$ cat src/rtl/mem_port_arbiter.sv
// Main-memory port arbiter shared by instruction fetch (port 0) and data cache (port 1).
// Round-robin between the two ports, one outstanding transaction at a time.
module mem_port_arbiter #(
  parameter int ADDR_W = 32,
  parameter int DATA_W = 32
) (
  input  logic              clock,
  input  logic              reset,
  input  logic [1:0]        req,
  input  logic [1:0]        we,
  input  logic [ADDR_W-1:0] addr0,
  input  logic [ADDR_W-1:0] addr1,
  input  logic [DATA_W-1:0] wdata1,
  output logic [1:0]        ack,
  output logic [DATA_W-1:0] rdata,
  output logic [1:0]        busy,
  output logic              mem_req,
  output logic              mem_we,
  output logic [ADDR_W-1:0] mem_addr,
  output logic [DATA_W-1:0] mem_wdata,
  input  logic              mem_ready,
  input  logic [DATA_W-1:0] mem_rdata
);

  typedef enum logic [1:0] {
    S_IDLE,
    S_BUSY,
    S_DONE
  } state_t;

  state_t r_state;
  state_t w_state_nxt;

  logic              r_g;
  logic              r_last;
  logic [1:0]        r_ack;
  logic [DATA_W-1:0] r_rdata;
  logic              r_mem_req;
  logic              r_mem_we;
  logic [ADDR_W-1:0] r_mem_addr;
  logic [DATA_W-1:0] r_mem_wdata;

  logic w_grant_en;
  logic w_grant;
  logic w_done;
  logic w_unused;

  // Fetch path never writes, so we[0] is deliberately not used.
  assign w_unused = we[0];

  // Next-state and arbitration decision; DONE is a pure turnaround cycle.
  always_comb begin
    w_state_nxt = r_state;
    w_grant_en  = 1'b0;
    w_grant     = 1'b0;
    w_done      = 1'b0;
    unique case (r_state)
      S_IDLE: begin
        if (req != 2'b00) begin
          w_grant_en  = 1'b1;
          w_state_nxt = S_BUSY;
          unique case (req)
            2'b01:   w_grant = 1'b0;
            2'b10:   w_grant = 1'b1;
            default: w_grant = ~r_last;
          endcase
        end
      end
      S_BUSY: begin
        if (mem_ready) begin
          w_done      = 1'b1;
          w_state_nxt = S_DONE;
        end
      end
      S_DONE: begin
        w_state_nxt = S_IDLE;
      end
      default: begin
        w_state_nxt = S_IDLE;
      end
    endcase
  end

  // State register.
  always_ff @(posedge clock) begin
    if (reset) begin
      r_state <= S_IDLE;
    end else begin
      r_state <= w_state_nxt;
    end
  end

  // Latch the granted request, then complete it and pulse ack.
  always_ff @(posedge clock) begin
    if (reset) begin
      r_g         <= 1'b0;
      r_last      <= 1'b1;
      r_ack       <= 2'b00;
      r_rdata     <= '0;
      r_mem_req   <= 1'b0;
      r_mem_we    <= 1'b0;
      r_mem_addr  <= '0;
      r_mem_wdata <= '0;
    end else begin
      r_ack <= 2'b00;
      if (w_grant_en) begin
        r_g         <= w_grant;
        r_mem_req   <= 1'b1;
        r_mem_we    <= w_grant & we[1];
        r_mem_addr  <= w_grant ? addr1 : addr0;
        r_mem_wdata <= w_grant ? wdata1 : '0;
      end
      if (w_done) begin
        r_mem_req <= 1'b0;
        r_mem_we  <= 1'b0;
        r_rdata   <= r_mem_we ? '0 : mem_rdata;
        r_ack     <= r_g ? 2'b10 : 2'b01;
        r_last    <= r_g;
      end
    end
  end

  assign ack       = r_ack;
  assign rdata     = r_rdata;
  assign busy      = req & ~r_ack;
  assign mem_req   = r_mem_req;
  assign mem_we    = r_mem_we;
  assign mem_addr  = r_mem_addr;
  assign mem_wdata = r_mem_wdata;

endmodule

$ cat config.mk
export PLATFORM = sky130hd
export DESIGN_NAME = mem_port_arbiter
export DESIGN_NICKNAME = d
export VERILOG_FILES = /design/src/rtl/mem_port_arbiter.sv
export SDC_FILE = /design/constraint.sdc
export NUM_CORES = 1
export LEC_CHECK = 0
export BUFFER_PORTS_ARGS = -buffer_cell sky130_fd_sc_hd__buf_4
export CORE_MARGIN = 1.5
export CORE_UTILIZATION = 49
export CTS_BUF_LIST = sky130_fd_sc_hd__clkbuf_2 sky130_fd_sc_hd__clkbuf_4 sky130_fd_sc_hd__clkbuf_8
export CTS_CLUSTER_DIAMETER = 80
export DETAILED_ROUTE_END_ITERATION = 8
export HOLD_SLACK_MARGIN = 0.1
export PLACE_DENSITY = 0.87
export SLEW_MARGIN = 40
export SYNTH_ARGS = -nofsm -noshare
export SYNTH_HDL_FRONTEND = slang
export SYNTH_SLANG_ARGS = --single-unit
$ cat constraint.sdc
create_clock -name clock -period 2.4 [get_ports clock]
set_clock_uncertainty 0.05 [all_clocks]
set_input_delay 0.24 -clock clock [delete_from_list [all_inputs] [get_ports clock]]
set_output_delay 0.24 -clock clock [all_outputs]
set_load 0.02 [all_outputs]
==> impl_metrics.env, run 1 <==
export IMPL_switching_share_pct=29.0
export IMPL_ctsHtreeMaxLevel=3
export IMPL_power_density_mw_per_mm2=623
export IMPL_critPathMaxFanout=32
export IMPL_power_leakage_nw=2.87
export IMPL_syn_avg_cell_area_um2=9.68
export IMPL_viasPerCell=5.65
export IMPL_drt_iter0_markers=186
export IMPL_antenna_found_initial=0
export IMPL_ys_async_sr_fraction_pct=0
export IMPL_fin_crit_sh_pct=69.5
export IMPL_worstSetupStartpoint="reset"
export IMPL_max_stage_delay_ns=0.54
export IMPL_maxCapViolations=0
export IMPL_cts_made_buffers=9
export IMPL_power_frac_comb_pct=23.4
export IMPL_seq_power_share_pct=46.7
export IMPL_yosysWarnings=0
export IMPL_slowest_stage="dlygate4sd3_1"
export IMPL_synth_edf_count=0
export IMPL_initial_core_util_pct=51.2
export IMPL_die_h_um=96.1
export IMPL_final_core_util_pct=79.0
export IMPL_cts_tree="yes"
export IMPL_drcViolationCount=0
export IMPL_n_antenna_cell=0
export IMPL_power_switching_mw=1.19
export IMPL_slew_headroom_pct=50.3
export IMPL_final_common_cell="buf_4"
export IMPL_end_kind="flop"
export IMPL_grt_overflow=0
export IMPL_hp_class="in2reg"
export IMPL_cp_cell_sequence="dlygate4sd3_1, buf_4, nand4bb_1, nor2_2, buf_4, a22o_1"
export IMPL_syn_area_mm2=0.00425
export IMPL_synth_nets=575
export IMPL_ys_ff_latch=104
export IMPL_layout_common_cells="buf_4 (243), dfxtp_1 (104), dlygate4sd3_1 (37), nor2_1 (36), nand2_1 (34)"
export IMPL_rows=33
export IMPL_postRouteAntennaNets=0
export IMPL_ys_seq_area_share_pct=49.0
export IMPL_rsz0062_at_grt="false"
export IMPL_syn2layout_area_growth_pct=54.3
export IMPL_globalplace_congestion=0.845
export IMPL_worst_pin_slew_ns=0.745
export IMPL_finalHoldViolCount=0
export IMPL_cts_clk_slew_worst_paths_ns=0.10
export IMPL_dieArea_mm2=0.00924
export IMPL_drive_gt1_share_pct=42.6
export IMPL_crit_arrival_ns=1.91
export IMPL_ir_drop_mv=0.393
export IMPL_grt_pass1_wl_mm=20.9
export IMPL_path_common_cell="buf_4"
export IMPL_rr_startpoint="r_state[1]$_SDFFE_PP0P_"
export IMPL_cp_start_kind="input pin"
export IMPL_vias=4476
export IMPL_synthDistinctLibCells=34
export IMPL_fin_setup_tns_ns=0
export IMPL_io_buffers=235
export IMPL_grt_usage_pct=29.2
export IMPL_period_needed_ns=1.67
export IMPL_drt_wl_total_mm=13.9
export IMPL_insertion_delay_ns=0.35
export IMPL_synthCells=439
export IMPL_cts_max_path_buffers=2
export IMPL_criticalPathCategory="in2reg"
export IMPL_hp_start="wdata1[26]"
export IMPL_grt_max_degree=74
export IMPL_dp_hpwl_mm=9.04
export IMPL_nets=818
export IMPL_required_ns=2.64
export IMPL_io_pins=237
export IMPL_cts_resized=0
export IMPL_ys_flop_type="dfxtp_1"
export IMPL_clkPwrFrac_pct=29.9
export IMPL_fmax_ghz=0.600
export IMPL_clock_sinks=104
export IMPL_die_w_um=96.1
export IMPL_cts_root_buf="clkbuf_8"
export IMPL_report_final_slew_viol_count=0
export IMPL_wire_per_inst_um=17.5
export IMPL_core_area_mm2=0.00830
export IMPL_setup_viol=0
export IMPL_p_int_mw=2.90
export IMPL_status="completed"
export IMPL_first_global_vias=4253
export IMPL_dr_pass1_iters=5
## synth_stat cells, types with 11 or more instances
| cell | instances | area, um^2 |
|---|---|---|
| a21oi_1 | 33 | 165 |
| a22o_1 | 32 | 280 |
| a311oi_1 | 15 | 131 |
| a311oi_2 | 18 | 270 |
| buf_2 | 24 | 120 |
| clkbuf_1 | 11 | 41.3 |
| dfxtp_1 | 104 | 2080 |
| nand2_1 | 34 | 128 |
| nand3_1 | 32 | 160 |
| nor2_1 | 37 | 139 |
| o211ai_1 | 33 | 248 |
| o21ai_0 | 15 | 75.1 |
## stage by stage
| stage | power, mW | instance area, um^2 | std cells | hold WS, ns | setup slack [ns] |
|---|---|---|---|---|---|
| global placement | 2.81 | 5960 | 739 | 0.393 | 0.491 |
| detailed placement | 2.84 | 5960 | 739 | 0.397 | 0.505 |
| CTS | 4.07 | 6530 | 789 | 0.103 | 0.777 |
| global route | 4.25 | 6560 | 792 | 0.104 | 0.665 |
| finish | 4.09 | 6560 | 792 | 0.107 | 0.732 |
| floorplan | 2.43 | 4250 | 439 | 0.307 | 0.836 |
## cell type report
| cell class | instances | area [um^2] |
|---|---|---|
| sequential | 104 | 2080 |
| tap | 105 | 131 |
| clock buffer | 10 | 131 |
| timing repair buffer | 283 | 2250 |
| multi-input combinational | 280 | 1850 |
| clock inverter | 6 | 91.3 |
| inverter | 4 | 15.0 |
| fill | 549 | 1740 |
## power groups by stage
stage	clock network, mW	logic [mW]	registers, mW
after floorplan	0	0.359	2.07
after global placement	0	0.872	1.94
after detailed placement	0	0.899	1.94
after CTS	1.22	0.947	1.91
after global routing	1.31	1.02	1.92
final	1.22	0.958	1.91
## critical path: cells and delay by family
kind,cells,cell delay (ns)
AND/OR/NAND/NOR,2,0.40
AO/OA/AOI/OAI,1,0.22
buffers and inverters,3,1.04
## cells by family (layout without fill, tap and decap cells)
kind of cell / Yosys count / in the layout / synth area share, %
buffers and inverters: 55 / 303 / 7.92
AND/OR/NAND/NOR: 112 / 112 / 11.7
AO/OA/AOI/OAI: 167 / 167 / 31.0
adder cells (fa/ha/maj): 1 / 1 / 0.295
flip-flops: 104 / 104 / 49.0
## state kept, by name (all words and copies together), names as in the netlist
| name | flops |
|---|---|
| mem_addr | 32 |
| mem_wdata | 32 |
| rdata | 32 |
| ack | 2 |
| r_state | 2 |
| mem_req | 1 |
| mem_we | 1 |
| r_g | 1 |
| r_last | 1 |
## per-layer routing
metal	part of all wire [%]	vias up	GRT usage, %
li1	-	2107	-
met5	0	-	0
met1	38	2145	34.2
met3	6.1	43	5.45
met2	53	181	51.6
met4	3.3	0	13.0
## timing repair
| action | 4_1_cts | 5_1_grt |
|---|---|---|
| setup buffers | 0 | 0 |
| hold buffers | 34 | 3 |
| setup endpoints to repair | 0 | 0 |
| endpoints found under the hold margin | 37 | 3 |
## path summary, 6_finish.rpt
check	cells past startpoint	endpoint	slack (ns)
worst max-delay path	6	rdata[18]$_SDFFE_PP0P_	0.73
worst min-delay path	3	mem_wdata[26]$_SDFFE_PP0P_	0.11
worst max register to register	3	mem_wdata[8]$_SDFFE_PP0P_	0.79
worst min register to register	2	mem_wdata[23]$_SDFFE_PP0P_	0.41
(Power assumes the default switching activity.)
==> inputs of run 2 (changes only) <==
--- a/config.mk
+++ b/config.mk
@@ -5,14 +5,15 @@
 export SDC_FILE = /design/constraint.sdc
 export NUM_CORES = 1
 export LEC_CHECK = 0
+export ABC_AREA = 1
 export BUFFER_PORTS_ARGS = -buffer_cell sky130_fd_sc_hd__buf_4
 export CORE_MARGIN = 1.5
-export CORE_UTILIZATION = 49
+export CORE_UTILIZATION = 46
 export CTS_BUF_LIST = sky130_fd_sc_hd__clkbuf_2 sky130_fd_sc_hd__clkbuf_4 sky130_fd_sc_hd__clkbuf_8
 export CTS_CLUSTER_DIAMETER = 80
 export DETAILED_ROUTE_END_ITERATION = 8
 export HOLD_SLACK_MARGIN = 0.1
-export PLACE_DENSITY = 0.87
+export PLACE_DENSITY = 0.82
 export SLEW_MARGIN = 40
 export SYNTH_ARGS = -nofsm -noshare
 export SYNTH_HDL_FRONTEND = slang
==> constraint.sdc (replaced) <==
create_clock -name clock -period 1.6 [get_ports clock]
set_clock_uncertainty 0.05 [all_clocks]
set_input_delay 0.16 -clock clock [delete_from_list [all_inputs] [get_ports clock]]
set_output_delay 0.16 -clock clock [all_outputs]
set_load 0.02 [all_outputs]
==> run 2 against run 1 <==
Setup slack got worse by 0.63 ns. Synthesized cell count increased by 38%. Sequential power increased by 51%. Sequential share of layout area decreased by 4.6 points. Combinational power increased by 100%. Final area increased by 17%. Count of clock-buffer cells in the layout decreased by 1.
==> impl_metrics.env, run 2 <==
export IMPL_status="completed"
export IMPL_fmax_ghz=0.669
export IMPL_globalplace_congestion=0.873
export IMPL_drive_gt1_share_pct=29.2
export IMPL_power_density_mw_per_mm2=851
export IMPL_first_global_vias=5754
export IMPL_io_pins=237
export IMPL_grt_max_degree=68
export IMPL_antenna_found_initial=5
export IMPL_ys_async_sr_fraction_pct=0
export IMPL_whs_ns=0.114
export IMPL_synthTopCellsByArea="dfxtp_1 (49%), nand3_1 (15%), nand2_1 (15%)"
export IMPL_viasPerCell=5.29
export IMPL_wire_per_inst_um=16.6
export IMPL_yosysWarnings=0
export IMPL_crit_arrival_ns=1.74
export IMPL_worst_pin_slew_ns=0.493
export IMPL_ys_flop_type="dfxtp_1"
export IMPL_end_kind="flop"
export IMPL_ys_ff_latch=104
export IMPL_ctsHtreeMaxLevel=3
export IMPL_setup_viol=0
export IMPL_cts_max_path_buffers=2
export IMPL_finalHoldViolCount=0
export IMPL_grt_overflow=0
export IMPL_synthDistinctLibCells=17
export IMPL_initial_core_util_pct=46.8
export IMPL_rows=35
export IMPL_core_area_mm2=0.00915
export IMPL_period_needed_ns=1.49
export IMPL_synth_edf_count=0
export IMPL_die_h_um=99.5
export IMPL_cts_made_buffers=9
export IMPL_fill_cells=514
export IMPL_synth_common_cells="nand2_1 (166), nand3_1 (130), dfxtp_1 (104), nor2_1 (76), inv_1 (37)"
export IMPL_critPathMaxFanout=34
export IMPL_dp_hpwl_mm=8.81
export IMPL_slew_headroom_pct=67.0
export IMPL_cp_start_kind="flop"
export IMPL_maxCapViolations=0
export IMPL_grt_pass1_wl_mm=27.4
export IMPL_dr_pass1_iters=6
export IMPL_io_buffers=235
export IMPL_final_core_util_pct=83.7
export IMPL_cts_clk_slew_worst_paths_ns=0.10
export IMPL_power_leakage_nw=3.87
export IMPL_pre_cts_ws_ns=-0.0269
export IMPL_required_ns=1.85
export IMPL_syn2layout_area_growth_pct=78.8
export IMPL_final_common_cell="buf_4"
export IMPL_clock_sinks=104
export IMPL_holdPathStages=5
export IMPL_drcViolationCount=0
export IMPL_synth_top_area_share_pct=48.6
export IMPL_hp_class="in2reg"
export IMPL_synth_nets=740
export IMPL_grt_usage_pct=35.3
export IMPL_criticalPathCategory="reg2reg"
export IMPL_r2r_end="mem_addr[24]$_SDFFE_PP0P_"
export IMPL_min_to="mem_addr[23]$_SDFFE_PP0P_"
export IMPL_rr_startpoint="r_state[0]$_SDFFE_PP0P_"
export IMPL_hp_start="addr1[23]"
export IMPL_layout_common_cells="buf_4 (244), nand2_1 (166), nand3_1 (130), dlygate4sd3_1 (127), dfxtp_1 (104)"
export IMPL_r2r_setup_slack_ns=0.11
export IMPL_yosysMostFrequentCell="nand2_1"
export IMPL_syn_avg_cell_area_um2=7.09
export IMPL_report_final_slew_viol_count=0
export IMPL_drt_iter0_markers=299
export IMPL_synthCells=604
export IMPL_vias=5672
export IMPL_syn_area_mm2=0.00429
export IMPL_ys_seq_area_share_pct=48.6
export IMPL_synth_area_leader_cell="dfxtp_1"
export IMPL_cts_tree="yes"
export IMPL_drt_wl_total_mm=17.8
export IMPL_ir_drop_mv=0.582
export IMPL_insertion_delay_ns=0.35
export IMPL_dieArea_mm2=0.00990
export IMPL_reg2reg_depth=8
export IMPL_postRouteAntennaNets=0
export IMPL_cts_root_buf="clkbuf_8"
export IMPL_nets=1088
export IMPL_fin_crit_sh_pct=93.4
export IMPL_die_w_um=99.5
export IMPL_rsz0062_at_grt="false"
export IMPL_setup_slack_ns=0.106
==> run 2: cell types whose count changed after synthesis, sizes merged, moves of 7 or more <==
cell	delta
a311oi	-33
nand3	+98
o21ai	-31
nand2	+134
inv	+38
clkbuf	-7
a22o	-32
nor2	+43
o211ai	-33
==> run 2: layout make-up <==
type                    count  area (um^2)  share of cell area (%)
flip-flops and latches    104         2080                    27.2
clock buffers               9          124                    1.62
diodes                      5         12.5                   0.163
inverters                  42          158                    2.06
multi-input cells         417         1830                    23.8
clock inverters             6         73.8                   0.963
well taps                 111          139                    1.81
repair buffers            378         3250                    42.4
==> run 2: report_power, final <==
| group | leakage, nW | internal (mW) | switching (mW) |
|---|---|---|---|
| sequential | 0.851 | 2.77 | 0.111 |
| combinational | 2.92 | 0.919 | 1.03 |
| clock | 0.0943 | 0.739 | 0.952 |
==> run 2: worst max-delay path by stage <==
stage                       startpoint                   endpoint  slack (ns)  cells after the start
6_report       r_state[0]$_SDFFE_PP0P_  mem_addr[24]$_SDFFE_PP0P_        0.11                      8
5_1_grt        r_state[0]$_SDFFE_PP0P_  mem_wdata[0]$_SDFFE_PP0P_        0.01                      6
4_1_cts        r_state[0]$_SDFFE_PP0P_  mem_addr[26]$_SDFFE_PP0P_        0.04                      9
3_5_place_dp   r_state[0]$_SDFFE_PP0P_   mem_addr[8]$_SDFFE_PP0P_       -0.03                      9
3_3_place_gp   r_state[0]$_SDFFE_PP0P_  mem_addr[14]$_SDFFE_PP0P_        0.01                      9
2_1_floorplan                   req[0]  mem_addr[10]$_SDFFE_PP0P_        0.29                      9
==> run 2: critical path, stage by stage (launching register included) <==
cell	delay, ns
dfxtp_1	0.36
inv_2	0.06
nand2_2	0.12
nor2_4	0.24
buf_12	0.23
nor2_1	0.07
nor2_1	0.12
nand2_1	0.07
inv_1	0.07
==> run 2: cell families after synthesis <==
| kind of cell | share of synthesized area [%] |
|---|---|
| simple gates | 37.8 |
| flops | 48.6 |
| buf+inv | 9.05 |
| compound gates | 4.29 |
| fa+ha+maj | 0.292 |
==> run 2: timing repair <==
action / 4_1_cts / 5_1_grt
hold endpoints to repair: 99 / 0
setup buffers: 0 / 1
resized for setup: 0 / 1
endpoints found under the setup margin: 32 / 32
hold buffers: 127 / 0
cloned: 1 / 1
pin swaps: 1 / 1
==> run 2: metal layers <==
metal	up-vias	track usage [%]	part of all wire, %
li1	2620	-	-
met1	2582	35.1	33
met2	344	62.8	52
met3	126	8.92	6.7
met4	0	27.2	7.4
met5	-	0	0
==> run 2: metrics by stage <==
step                      total power [mW]  setup TNS [ns]  instance area [um^2]  instances
after floorplan                       3.79               0                  4290        604
after global routing                  6.81               0                  7660       1072
after detailed placement              4.49          -0.223                  6140        922
after CTS                             6.39               0                  7610       1065
final                                 6.52               0                  7660       1072
after global placement                4.45               0                  6140        922
==> inputs of run 3 (changes only) <==
--- a/config.mk
+++ b/config.mk
@@ -7,13 +7,15 @@
 export LEC_CHECK = 0
 export ABC_AREA = 1
 export BUFFER_PORTS_ARGS = -buffer_cell sky130_fd_sc_hd__buf_4
+export CELL_PAD_IN_SITES_DETAIL_PLACEMENT = 0
+export CELL_PAD_IN_SITES_GLOBAL_PLACEMENT = 1
 export CORE_MARGIN = 1.5
-export CORE_UTILIZATION = 46
+export CORE_UTILIZATION = 31
 export CTS_BUF_LIST = sky130_fd_sc_hd__clkbuf_2 sky130_fd_sc_hd__clkbuf_4 sky130_fd_sc_hd__clkbuf_8
 export CTS_CLUSTER_DIAMETER = 80
 export DETAILED_ROUTE_END_ITERATION = 8
 export HOLD_SLACK_MARGIN = 0.1
-export PLACE_DENSITY = 0.82
+export PLACE_DENSITY_LB_ADDON = 0.1
 export SLEW_MARGIN = 40
 export SYNTH_ARGS = -nofsm -noshare
 export SYNTH_HDL_FRONTEND = slang
==> run 3 against run 2 <==
Combinational power shrank 6%. Wire length shrank 15%. Fmax is essentially flat. Flip-flop and latch count is the same. Die area grew 47%. Critical endpoint is now mem_addr[25]$_SDFFE_PP0P_.
==> impl_metrics.env, run 3 (synthesis gave the netlist of run 2 again) <==
export IMPL_status="completed"
export IMPL_dieArea_mm2=0.0145
export IMPL_rsz0062_at_grt="false"
export IMPL_fin_setup_tns_ns=0
export IMPL_io_buffers=235
export IMPL_dp_cells=987
export IMPL_report_final_slew_viol_count=0
export IMPL_first_global_vias=5007
export IMPL_antenna_found_initial=0
export IMPL_globalplace_congestion=0.741
export IMPL_slew_headroom_pct=62.0
export IMPL_vias=5059
export IMPL_setup_viol=0
export IMPL_seq_area_mm2=0.00208
export IMPL_post_cts_buffers=0
export IMPL_criticalPathCategory="in2reg"
export IMPL_power_density_mw_per_mm2=834
export IMPL_power_leakage_nw=3.88
export IMPL_final_common_cell="buf_4"
export IMPL_multi_input_area_mm2=0.00182
export IMPL_insertion_delay_ns=0.37
export IMPL_fill_cells=1232
export IMPL_end_kind="flop"
export IMPL_dp_hpwl_mm=9.28
export IMPL_busiest_layer="met2"
export IMPL_hp_class="in2reg"
export IMPL_nets=1089
export IMPL_drive_gt1_share_pct=28.9
export IMPL_grtUsageMet3_pct=4.58
export IMPL_finalNonFillerCells=1134
export IMPL_slowest_stage="dlygate4sd3_1"
export IMPL_worst_pin_slew_ns=0.570
export IMPL_required_ns=1.83
export IMPL_grtUsageMet2_pct=36.5
export IMPL_n_antenna_cell=0
export IMPL_grt_pass1_wl_mm=23.6
export IMPL_drt_iter0_markers=208
export IMPL_die_h_um=121
export IMPL_cts_tree="yes"
export IMPL_core_area_mm2=0.0133
export IMPL_viasPerCell=4.46
export IMPL_grt_overflow=0
export IMPL_r2r_setup_slack_ns=0.18
export IMPL_syn2layout_area_growth_pct=80.3
export IMPL_die_w_um=121
export IMPL_fmax_ghz=0.669
export IMPL_cts_max_path_buffers=2
export IMPL_whs_ns=0.395
export IMPL_initial_core_util_pct=32.1
export IMPL_cts_root_buf="clkbuf_8"
export IMPL_grt_max_degree=66
export IMPL_final_core_util_pct=57.9
export IMPL_postRouteAntennaNets=0
export IMPL_grt_use_met1_pct=22.7
export IMPL_ctsHtreeMaxLevel=3
export IMPL_maxCapViolations=0
export IMPL_cts_clk_slew_worst_paths_ns=0.10
export IMPL_dr_pass1_iters=5
export IMPL_cp_cell_sequence="dlygate4sd3_1, buf_4, buf_4, nor2_1, nand2_1, inv_1"
export IMPL_ir_drop_mv=0.499
export IMPL_wire_per_inst_um=13.3
export IMPL_drt_wl_total_mm=15.0
export IMPL_fin_crit_sh_pct=93.4
export IMPL_path_common_cell="buf_4"
export IMPL_clock_sinks=104
export IMPL_finalHoldViolCount=0
export IMPL_drcViolationCount=0
export IMPL_rows=42
export IMPL_cts_made_buffers=9
export IMPL_critPathMaxFanout=53
export IMPL_period_needed_ns=1.50
export IMPL_power_mw=6.44
export IMPL_cp_start_kind="input pin"
export IMPL_io_pins=237
export IMPL_crit_arrival_ns=1.72
export IMPL_max_stage_delay_ns=0.54
export IMPL_layout_common_cells="buf_4 (244), nand2_1 (166), dlygate4sd3_1 (131), nand3_1 (130), dfxtp_1 (104)"
export IMPL_grt_usage_pct=20.3
[run 3: cell count changes in the layout (fill, tap and decap cells not counted), sizes merged]
cell	before	now
diode	5	0
dlygate4sd3	127	131
clkinvlp	2	0
buf	250	249
clkbuf	10	11
clkinv	0	1
nor2	81	80
[run 3: cell type report]
| type | instances | share of cell area, % |
|---|---|---|
| multi-input combinational | 416 | 23.5 |
| timing repair buffer | 380 | 42.0 |
| clock buffer | 11 | 1.88 |
| sequential | 104 | 26.9 |
| clock inverter | 5 | 0.793 |
| inverter | 42 | 2.07 |
| tap | 176 | 2.85 |
[run 3: per-stage QoR]
stage	setup WS [ns]	area, um^2
5_1_grt	0.00547	7730
3_3_place_gp	0.115	6210
4_1_cts	0.117	7720
6_report	0.105	7730
3_5_place_dp	0.0738	6210
2_1_floorplan	0.294	4290
[run 3: routing by layer]
layer / vias to the layer above / share of wire, %
met3: 29 / 5.5
met5: - / 0
met1: 2281 / 40
met4: 0 / 2.6
met2: 145 / 51
li1: 2604 / -
[run 3: worst max-delay path: cells and delay by family]
| family | cells | cell delay, ns |
|---|---|---|
| buffers and inverters | 4 | 1.33 |
| AND/OR/NAND/NOR | 2 | 0.20 |
[run 3: worst paths after layout]
kind / startpoint / end / cells past startpoint
worst min-delay path: req[0] / mem_addr[28]$_SDFFE_PP0P_ / 7
worst max-delay path: reset / mem_addr[25]$_SDFFE_PP0P_ / 6
worst max register to register: r_state[1]$_SDFFE_PP0P_ / mem_addr[31]$_SDFFE_PP0P_ / 7
worst min register to register: r_g$_SDFFE_PP0P_ / ack[1]$_SDFF_PP0_ / 2
[run 3: timing repair]
item                                    in CTS  in global routing
endpoints found under the setup margin       0                  1
hold buffers                               131                  0
hold endpoints to repair                    99                  0
gates resized for setup                      0                  2
[run 3: report_power, final]
group | switching, mW | internal, mW
combinational | 0.944 | 0.897
sequential | 0.0972 | 2.77
clock | 0.934 | 0.800
